===== src/rtl/asap_pkg.sv =====
// Shared types and constants for the ER execution monitor: FSM states,
// snapshot field layout and default counter widths.
package asap_pkg;

    localparam int CNT_W_DEF  = 8;
    localparam int FCNT_W_DEF = 4;

    typedef enum logic [2:0] {
        ST_IDLE = 3'd0,
        ST_ARM  = 3'd1,
        ST_RUN  = 3'd2,
        ST_DONE = 3'd3,
        ST_FAIL = 3'd4
    } state_t;

    // Snapshot layout: {done, fail, 2'b00, fail_cnt, run_cnt}; fail_cnt sits at SNAP_RUN_LSB + CNT_W
    localparam int SNAP_W       = 16;
    localparam int SNAP_DONE    = 15;
    localparam int SNAP_FAIL    = 14;
    localparam int SNAP_RUN_LSB = 0;

endpackage


===== src/rtl/asap_sat_cnt.sv =====
// Saturating up-counter with increment enable; holds at all-ones, cleared only by reset.
module asap_sat_cnt #(
    parameter int W = 8
) (
    input  logic         clk,
    input  logic         rst_n,
    input  logic         inc,
    output logic [W-1:0] cnt
);

    always_ff @(posedge clk or negedge rst_n) begin
        if (!rst_n)
            cnt <= '0;
        else if (inc && (cnt != {W{1'b1}}))
            cnt <= cnt + 1'b1;
    end

endmodule


===== src/rtl/asap_exec_monitor.sv =====
// ER execution monitor: tracks each ER run, latches done/fail, counts outcomes and
// serves a four-phase snapshot port. Optional ISR excursion tolerance: ASAP_IRQ_EXIT_EN.
module asap_exec_monitor
    import asap_pkg::*;
#(
    parameter int CNT_W  = CNT_W_DEF,
    parameter int FCNT_W = FCNT_W_DEF   // CNT_W + FCNT_W must not exceed 12
) (
    input  logic        clk,
    input  logic        rst_n,
    input  logic [15:0] pc,
    input  logic        exec,
    input  logic        irq,
    input  logic [15:0] ER_min,
    input  logic [15:0] ER_max,
    input  logic [15:0] ER_exit,
    output logic        done,
    output logic        fail,
    input  logic        rpt_req,
    output logic        rpt_ack,
    output logic [15:0] rpt_data
);

    state_t state, state_nxt;

    logic              in_er;
    logic              excused;
    logic              enter;
    logic              inc_run;
    logic              inc_fail;
    logic [CNT_W-1:0]  run_cnt;
    logic [FCNT_W-1:0] fail_cnt;
    logic [15:0]       snap;

    assign in_er = (pc >= ER_min) && (pc <= ER_max);

`ifdef ASAP_IRQ_EXIT_EN
    logic irq_q;
    logic in_isr;

    // An excursion is tolerated if it starts while irq is (or just was) high
    always_ff @(posedge clk or negedge rst_n) begin
        if (!rst_n) begin
            irq_q  <= 1'b0;
            in_isr <= 1'b0;
        end else begin
            irq_q <= irq;
            if (state != ST_RUN || in_er)
                in_isr <= 1'b0;
            else if (irq || irq_q)
                in_isr <= 1'b1;
        end
    end

    assign excused = in_isr || irq || irq_q;
`else
    logic unused_irq;
    assign unused_irq = irq;
    assign excused    = 1'b0;
`endif

    always_ff @(posedge clk or negedge rst_n) begin
        if (!rst_n)
            state <= ST_IDLE;
        else
            state <= state_nxt;
    end

    always_comb begin
        state_nxt = state;
        case (state)
            ST_IDLE, ST_DONE, ST_FAIL:
                if (pc == ER_min) state_nxt = ST_ARM;
            // exec lags pc by a cycle, so the entry fetch is validated here
            ST_ARM:
                state_nxt = exec ? ST_RUN : ST_FAIL;
            ST_RUN: begin
                if (!exec)
                    state_nxt = ST_FAIL;
                else if (!in_er && !excused)
                    state_nxt = ST_FAIL;
                else if (pc == ER_exit)
                    state_nxt = ST_DONE;
            end
            default:
                state_nxt = ST_IDLE;
        endcase
    end

    assign enter    = (state_nxt != state);
    assign inc_run  = enter && (state_nxt == ST_DONE);
    assign inc_fail = enter && (state_nxt == ST_FAIL);

    always_ff @(posedge clk or negedge rst_n) begin
        if (!rst_n) begin
            done <= 1'b0;
            fail <= 1'b0;
        end else if (enter) begin
            case (state_nxt)
                ST_ARM: begin
                    done <= 1'b0;
                    fail <= 1'b0;
                end
                ST_DONE: done <= 1'b1;
                ST_FAIL: fail <= 1'b1;
                default: ;
            endcase
        end
    end

    asap_sat_cnt #(.W(CNT_W)) u_run_cnt (
        .clk   (clk),
        .rst_n (rst_n),
        .inc   (inc_run),
        .cnt   (run_cnt)
    );

    asap_sat_cnt #(.W(FCNT_W)) u_fail_cnt (
        .clk   (clk),
        .rst_n (rst_n),
        .inc   (inc_fail),
        .cnt   (fail_cnt)
    );

    always_comb begin
        snap                                   = '0;
        snap[SNAP_DONE]                        = done;
        snap[SNAP_FAIL]                        = fail;
        snap[SNAP_RUN_LSB +: CNT_W]            = run_cnt;
        snap[SNAP_RUN_LSB + CNT_W +: FCNT_W]   = fail_cnt;
    end

    // Capture uses pre-edge register values, so a same-edge state change reports old flags
    always_ff @(posedge clk or negedge rst_n) begin
        if (!rst_n) begin
            rpt_ack  <= 1'b0;
            rpt_data <= '0;
        end else if (rpt_req && !rpt_ack) begin
            rpt_ack  <= 1'b1;
            rpt_data <= snap;
        end else if (!rpt_req) begin
            rpt_ack  <= 1'b0;
        end
    end

endmodule


===== config.mk =====
export PLATFORM = sky130hd
export DESIGN_NAME = asap_exec_monitor
export DESIGN_NICKNAME = d
export VERILOG_FILES = /design/src/rtl/asap_pkg.sv /design/src/rtl/asap_sat_cnt.sv /design/src/rtl/asap_exec_monitor.sv
export SDC_FILE = /design/constraint.sdc
export NUM_CORES = 1
export LEC_CHECK = 0
export ABC_AREA = 1
export ABC_CLOCK_PERIOD_IN_PS = 2210
export CORE_MARGIN = 3
export CORE_UTILIZATION = 40
export DETAILED_ROUTE_END_ITERATION = 8
export PLACE_DENSITY = 0.74
export SETUP_SLACK_MARGIN = 0.5
export SKIP_CTS_REPAIR_TIMING = 1
export SLEW_MARGIN = 20
export SYNTH_ARGS = -nofsm -noshare
export SYNTH_HDL_FRONTEND = slang
export SYNTH_SLANG_ARGS = --single-unit

===== constraint.sdc =====
create_clock -name clk -period 2.21 [get_ports clk]
set_input_delay 0.663 -clock clk [delete_from_list [all_inputs] [get_ports clk]]
set_output_delay 0.663 -clock clk [all_outputs]
set_load 0.1 [all_outputs]

==> results of run 1 <==
flip-flops by register name, indices dropped and copies added, names as in the netlist:
register / flops
rpt_data: 14
done: 1
rpt_ack: 1
u_fail_cnt.cnt: 4
u_run_cnt.cnt: 8
state: 3
fail: 1
through the flow:
stage / std cells / hold slack, ps / util
after floorplan: 395 / 367.4 / -
final: 590 / 491.2 / 0.7218
after CTS: 587 / 494.9 / 0.6661
after global placement: 579 / 470.1 / 0.6496
after global routing: 590 / 526.3 / 0.7218
after detailed placement: 579 / 477.9 / 0.6496
cell usage after synthesis, types with 2 or more instances:
library cell | number | area share
nand3_1 | 19 | 0.034
nor3_2 | 2 | 0.0072
o21ai_2 | 2 | 0.0063
ha_1 | 34 | 0.15
xnor2_1 | 3 | 0.0095
nor2_4 | 2 | 0.0082
xor2_1 | 11 | 0.035
nor3_1 | 5 | 0.0091
buf_4 | 2 | 0.0054
nand2_1 | 108 | 0.15
nand2_2 | 3 | 0.0068
clkbuf_1 | 3 | 0.0041
nor2_1 | 28 | 0.038
o21ai_1 | 4 | 0.0072
nor2_2 | 2 | 0.0045
nor4_1 | 2 | 0.0045
nand4_1 | 3 | 0.0068
mux2_2 | 4 | 0.016
inv_1 | 82 | 0.11
inv_2 | 4 | 0.0054
a21oi_1 | 11 | 0.020
o21ai_0 | 13 | 0.024
dfrtp_1 | 32 | 0.29
power breakdown:
group          switching, W  internal [W]
Sequential        0.0000125      0.000605
Combinational      0.000444      0.000324
Clock              0.000212      0.000334
routing by layer:
layer | wire length [um] | up-vias | part of all wire
met3 | 391 | 10 | 0.050
met2 | 3963 | 81 | 0.51
met1 | 3343 | 1295 | 0.43
li1 | - | 1451 | -
met5 | 0 | - | 0
met4 | 58 | 0 | 0.0075
cell families (layout without fill, tap and decap cells):
logic type                 count (synthesis)  count (layout)  synth area share
AOI/OAI and AO/OA                         37              37           0.07794
and+or+nand+nor                          180             180            0.2877
muxes                                      4               4           0.01631
DFF                                       32              32            0.2900
other                                      1               3          0.001358
adders and majority gates                 34              34            0.1541
buffers and inverters                     92             209            0.1282
xor gates and xnor gates                  14              14           0.04441
area by class of cell:
type | instances | area, um2 | area share
antenna | 1 | 2.502 | 0.0005308
clock inverter | 2 | 35.03 | 0.007431
timing repair buffer | 114 | 1077 | 0.2285
sequential | 32 | 800.8 | 0.1699
inverter | 87 | 381.6 | 0.08094
tap | 77 | 96.34 | 0.02044
clock buffer | 6 | 72.57 | 0.01539
multi-input combinational | 271 | 2248 | 0.4769
worst min path at each step:
stage / from / to / slack, ps / depth (start not counted)
4_1_cts: rpt_data[2] / rpt_data[2] / 490 / 2
5_1_grt: rpt_data[11] / rpt_data[11] / 530 / 2
3_5_place_dp: rpt_data[2] / rpt_data[2] / 480 / 2
3_3_place_gp: rpt_data[5] / rpt_data[5] / 470 / 2
2_1_floorplan: rst_n / done / 370 / 0
6_report: rpt_data[2] / rpt_data[2] / 490 / 2
critical path: cells and delay by family:
family	cells	cell delay (ps)
adder cells (fa/ha/maj)	1	220
buffers and inverters	1	150
AO/OA/AOI/OAI	1	120
AND/OR/NAND/NOR	13	1130
==> impl_metrics.py, run 1 <==
metrics = {
    "timing": {
        "setup-violations-final": 0,
        "fmax_mhz": 469.8,
        "slew_violations": 0,
        "finalCriticalPeriod_ps": 2129,
        "rsz0062_at_grt": "true",
        "fin_skew_ps": 5.931,
        "fin_crit_sh": 0.9633,
        "tns_ps": 0,
        "hold_viol": 0,
        "fin_ws_ps": 81.21,
    },
    "worst_setup_path": {
        "worst-path-max-fanout": 6,
        "arrival_ps": 2300,
        "timing.critical_path.from": "pc[5]",
        "required_ps": 2380,
        "cp-endpoint": "done",
        "path_cells": "clkbuf_4, ha_4, a21oi_2, nor2_1, nor2_2, nand2_1, nand2_1, nand2_1, nand2_2, nand4_4, nand3_2, nand2_1, nand3_1, nand2_1, nand2_1, nand2_1",
        "r2r-end": "u_run_cnt.cnt[5]",
        "worstSetupStartpointType": "input port",
        "slowest_delay_ps": 220,
        "crit_slowest_cell": "ha_4",
        "crit_type": "in2reg",
        "r2r_setup_slack_ps": 340,
        "r2r_start": "u_run_cnt.cnt[0]",
        "rr_worst_depth": 11,
        "cp_common_cell": "nand2_1",
        "critPathCaptureType": "flop",
    },
    "global_routing": {
        "busiest_layer": "met2",
        "overflow": 0,
        "met2_usage": 0.3208,
        "grtUsageMet3": 0.03226,
        "grtUsageMet1": 0.2322,
        "grt_max_degree": 33,
        "grt_pass1_vias": 2661,
        "grt_pass1_wl_mm": 11.56,
        "grt_usage": 0.1830,
        "antenna_found_initial": 1,
    },
    "routing": {
        "drt_iter0_markers": 187,
        "wl_per_cell_um": 13.15,
        "drc": 0,
        "ant_nets": 0,
        "vias_per_cell": 4.808,
        "routed_wl_mm": 7.757,
        "detail_route.first_pass.iterations": 4,
        "num_vias": 2837,
    },
    "yosys": {
        "ys_warn_count": 0,
        "synth_top_flop_cell": "dfrtp_1",
        "synth_area_mm2": 0.002761,
        "ys_seq_area_frac": 0.2900,
        "syn_area_per_cell_um2": 7.009,
        "yosysUniqueCellTypes": 38,
        "synth-edff-count": 0,
        "async_reset_ff_frac": 1.000,
        "netlist_instances": 394,
        "synth.ff_latch_count": 32,
    },
    "clock_network": {
        "h-tree-depth": 2,
        "cts_tree": "yes",
        "clk_path_buf_depth": 2,
        "clk_pin_slew_ps": 70,
        "cts_buffers": 5,
        "cts.sinks": 32,
        "clk_latency_ps": 280,
        "root_buffer": "clkbuf_8",
    },
    "place": {
        "hpwl_mm": 6.114,
        "postPlaceCellArea_mm2": 0.004243,
        "port_buffers": 84,
        "gp_congestion": 0.9190,
        "place_ws_ps": -697.8,
    },
    "cells_and_area": {
        "final_common_cell": "nand2_1",
        "final_cell_area_mm2": 0.004715,
        "nets": 614,
        "syn_to_final_growth_pct": 70.73,
        "drive_above_1_share": 0.4277,
        "nFillCells": 468,
        "final_cell_mix": "nand2_1, inv_1, buf_4",
    },
    "flow_run": {
        "drv_cap": 0,
    },
    "floorplan": {
        "die_h_um": 89.09,
        "die_x_um": 89.09,
        "fp-row-count": 29,
        "die-area_mm2": 0.007936,
        "core_mm2": 0.006531,
        "ios": 88,
        "initial_core_util": 0.4228,
    },
    "run_status": {
        "status": "complete, no violations",
    },
    "hold_path": {
        "hold_path.class": "reg2reg",
    },
    "pwr": {
        "power_density_mw_per_mm2": 409.7,
        "finalPower_w": 0.001932,
        "ir_drop_mv": 0.2298,
        "p_leak_nw": 2.631,
    },
}
(Power assumes the default switching activity.)
==> run 2, diff against run 1 <==
--- a/config.mk
+++ b/config.mk
@@ -12,7 +12,6 @@
 export DETAILED_ROUTE_END_ITERATION = 8
 export PLACE_DENSITY = 0.74
 export SETUP_SLACK_MARGIN = 0.5
-export SKIP_CTS_REPAIR_TIMING = 1
 export SLEW_MARGIN = 20
 export SYNTH_ARGS = -nofsm -noshare
 export SYNTH_HDL_FRONTEND = slang
==> impl_metrics.py, run 2 (same netlist as run 1, synthesis figures left out) <==
metrics = {
    "global_routing": {
        "grt_pass1_vias": 2878,
        "overflow": 0,
        "grtUsageMet3": 0.03318,
        "busiest_layer": "met2",
        "grt_usage": 0.2025,
        "grt_pass1_wl_mm": 12.69,
        "met2_usage": 0.3670,
        "grt_max_degree": 33,
        "grtUsageMet1": 0.2500,
        "antenna_found_initial": 1,
    },
    "timing": {
        "tns_ps": 0,
        "finalCriticalPeriod_ps": 2077,
        "slew_violations": 0,
        "hold_viol": 0,
        "rsz0062_at_grt": "true",
        "fmax_mhz": 481.4,
        "fin_skew_ps": 5.306,
        "setup-violations-final": 0,
        "fin_crit_sh": 0.9400,
    },
    "clock_network": {
        "h-tree-depth": 2,
        "clk_pin_slew_ps": 70,
        "cts.sinks": 32,
        "clk_path_buf_depth": 2,
        "cts_tree": "yes",
        "clk_latency_ps": 280,
        "cts_buffers": 5,
        "root_buffer": "clkbuf_8",
        "hold_buffers": 0,
    },
    "cells_and_area": {
        "reg.largest.list": "rpt_data (14), u_run_cnt.cnt (8), u_fail_cnt.cnt (4)",
        "drive_above_1_share": 0.4642,
        "syn_to_final_growth_pct": 65.29,
        "largest_reg_flops": 14,
        "final_cell_mix": "nand2_1, buf_4, inv_1",
        "layoutNonFillerInstCount": 595,
        "nets": 619,
        "largest_register": "rpt_data",
        "final_common_cell": "nand2_1",
    },
    "routing": {
        "wl_per_cell_um": 13.15,
        "drc": 0,
        "routed_wl_mm": 7.822,
        "num_vias": 2872,
        "drt_iter0_markers": 132,
        "vias_per_cell": 4.827,
        "ant_nets": 0,
        "detail_route.first_pass.iterations": 4,
    },
    "floorplan": {
        "core_mm2": 0.006531,
        "initial_core_util": 0.4228,
        "die_x_um": 89.09,
        "fp-row-count": 29,
        "die-area_mm2": 0.007936,
        "die_h_um": 89.09,
        "ios": 88,
    },
    "pwr": {
        "seqPwrFrac": 0.322,
        "power_density_mw_per_mm2": 419.3,
        "p_comb_frac": 0.392,
        "p_leak_nw": 2.353,
        "clkPwrFrac": 0.285,
        "ir_drop_mv": 0.2286,
        "switchingPower_w": 0.0006638,
        "intPower_w": 0.001250,
        "netSwitchingFraction": 0.3469,
    },
    "worst_setup_path": {
        "worst-path-buf-inv": 2,
        "worst-path-max-fanout": 6,
        "worstSetupStartpointType": "input port",
        "slowest_delay_ps": 190,
        "crit_family": "simple AND/OR/NAND/NOR gates",
        "crit_type": "in2reg",
        "critPathCaptureType": "flop",
        "cp_common_cell": "nand2_1",
        "arrival_ps": 2250,
        "path_cells": "buf_6, inv_4, ha_4, a21oi_2, nor2_2, nor2_2, nand2_1, nand2_1, nand2_1, nand2_2, nand4_4, nand3_2, nand2_1, nand3_1, nand2_1, nand2_1, nand2_1",
        "crit_slowest_cell": "ha_4",
        "required_ps": 2380,
    },
    "place": {
        "gp_congestion": 0.9190,
        "hpwl_mm": 6.114,
        "dp.cells": 579,
        "port_buffers": 84,
    },
    "flow_run": {
        "drv_cap": 0,
    },
    "run_status": {
        "status": "complete, no violations",
    },
    "hold_path": {
        "hold_path.class": "reg2reg",
    },
}
## run 2: power groups by stage
stage | sequential (W) | clock (W) | combinational [W]
floorplan | 0.000755 | 0 | 0.000272
global placement | 0.000627 | 0 | 0.000674
detailed placement | 0.000628 | 0 | 0.000690
CTS | 0.000617 | 0.000557 | 0.000737
global route | 0.000620 | 0.000574 | 0.000818
finish | 0.000617 | 0.000546 | 0.000751
## run 2: through the flow
stage / hold slack (ps) / setup slack (ps) / total power (W) / area, um2 / utilization
floorplan: 367.4 / 150.9 / 0.001027 / 3139 / -
global placement: 470.1 / -631.7 / 0.001301 / 4243 / 0.6496
detailed placement: 477.9 / -697.8 / 0.001318 / 4243 / 0.6496
CTS: 494.9 / 189.1 / 0.001911 / 4504 / 0.6897
global route: 526.3 / 17.53 / 0.002011 / 4564 / 0.6989
finish: 489.0 / 132.5 / 0.001914 / 4564 / 0.6989
## run 2: per-layer routing
| metal | vias to the layer above | share of wire |
|---|---|---|
| met5 | - | 0 |
| met4 | 0 | 0.0086 |
| met3 | 10 | 0.055 |
| met2 | 86 | 0.51 |
| met1 | 1316 | 0.42 |
| li1 | 1460 | - |
## run 2: area by class of cell
type / instances / area, um2
antenna: 1 / 2.502
clock buffer: 6 / 72.57
clock inverter: 2 / 35.03
fill: 513 / 1967
inverter: 87 / 384.1
multi-input combinational: 271 / 2260
sequential: 32 / 800.8
tap: 77 / 96.34
timing repair buffer: 119 / 913.4
## run 2: repair_timing
action,in CTS,in global routing
endpoints found under the hold margin,0,0
setup buffers,5,2
resized for setup,275,18
pin swaps,96,20
setup endpoints to repair,17,18
## run 2: worst reg2reg max path: stages, from the launching register on
cell and delay, ps:
dfrtp_1 420, ha_1 240, nand3_1 120, nor3_1 60
inv_1 80, nor2_1 40, inv_1 100, nor2_2 70
nor4_1 190, buf_4 190, nand4_1 120, xor2_1 160
## run 2: path summary, 6_finish.rpt
path,from,to,slack [ps],cells after the start
setup / recovery,ER_max[5],done,130,17
hold / removal,rpt_data[2],rpt_data[2],490,2
setup reg to reg,u_run_cnt.cnt[0],u_run_cnt.cnt[5],310,11
hold reg to reg,rpt_data[2],rpt_data[2],490,2
max in group asynchronous,rst_n,state[1],1140,2
min in group asynchronous,rst_n,u_fail_cnt.cnt[0],780,2
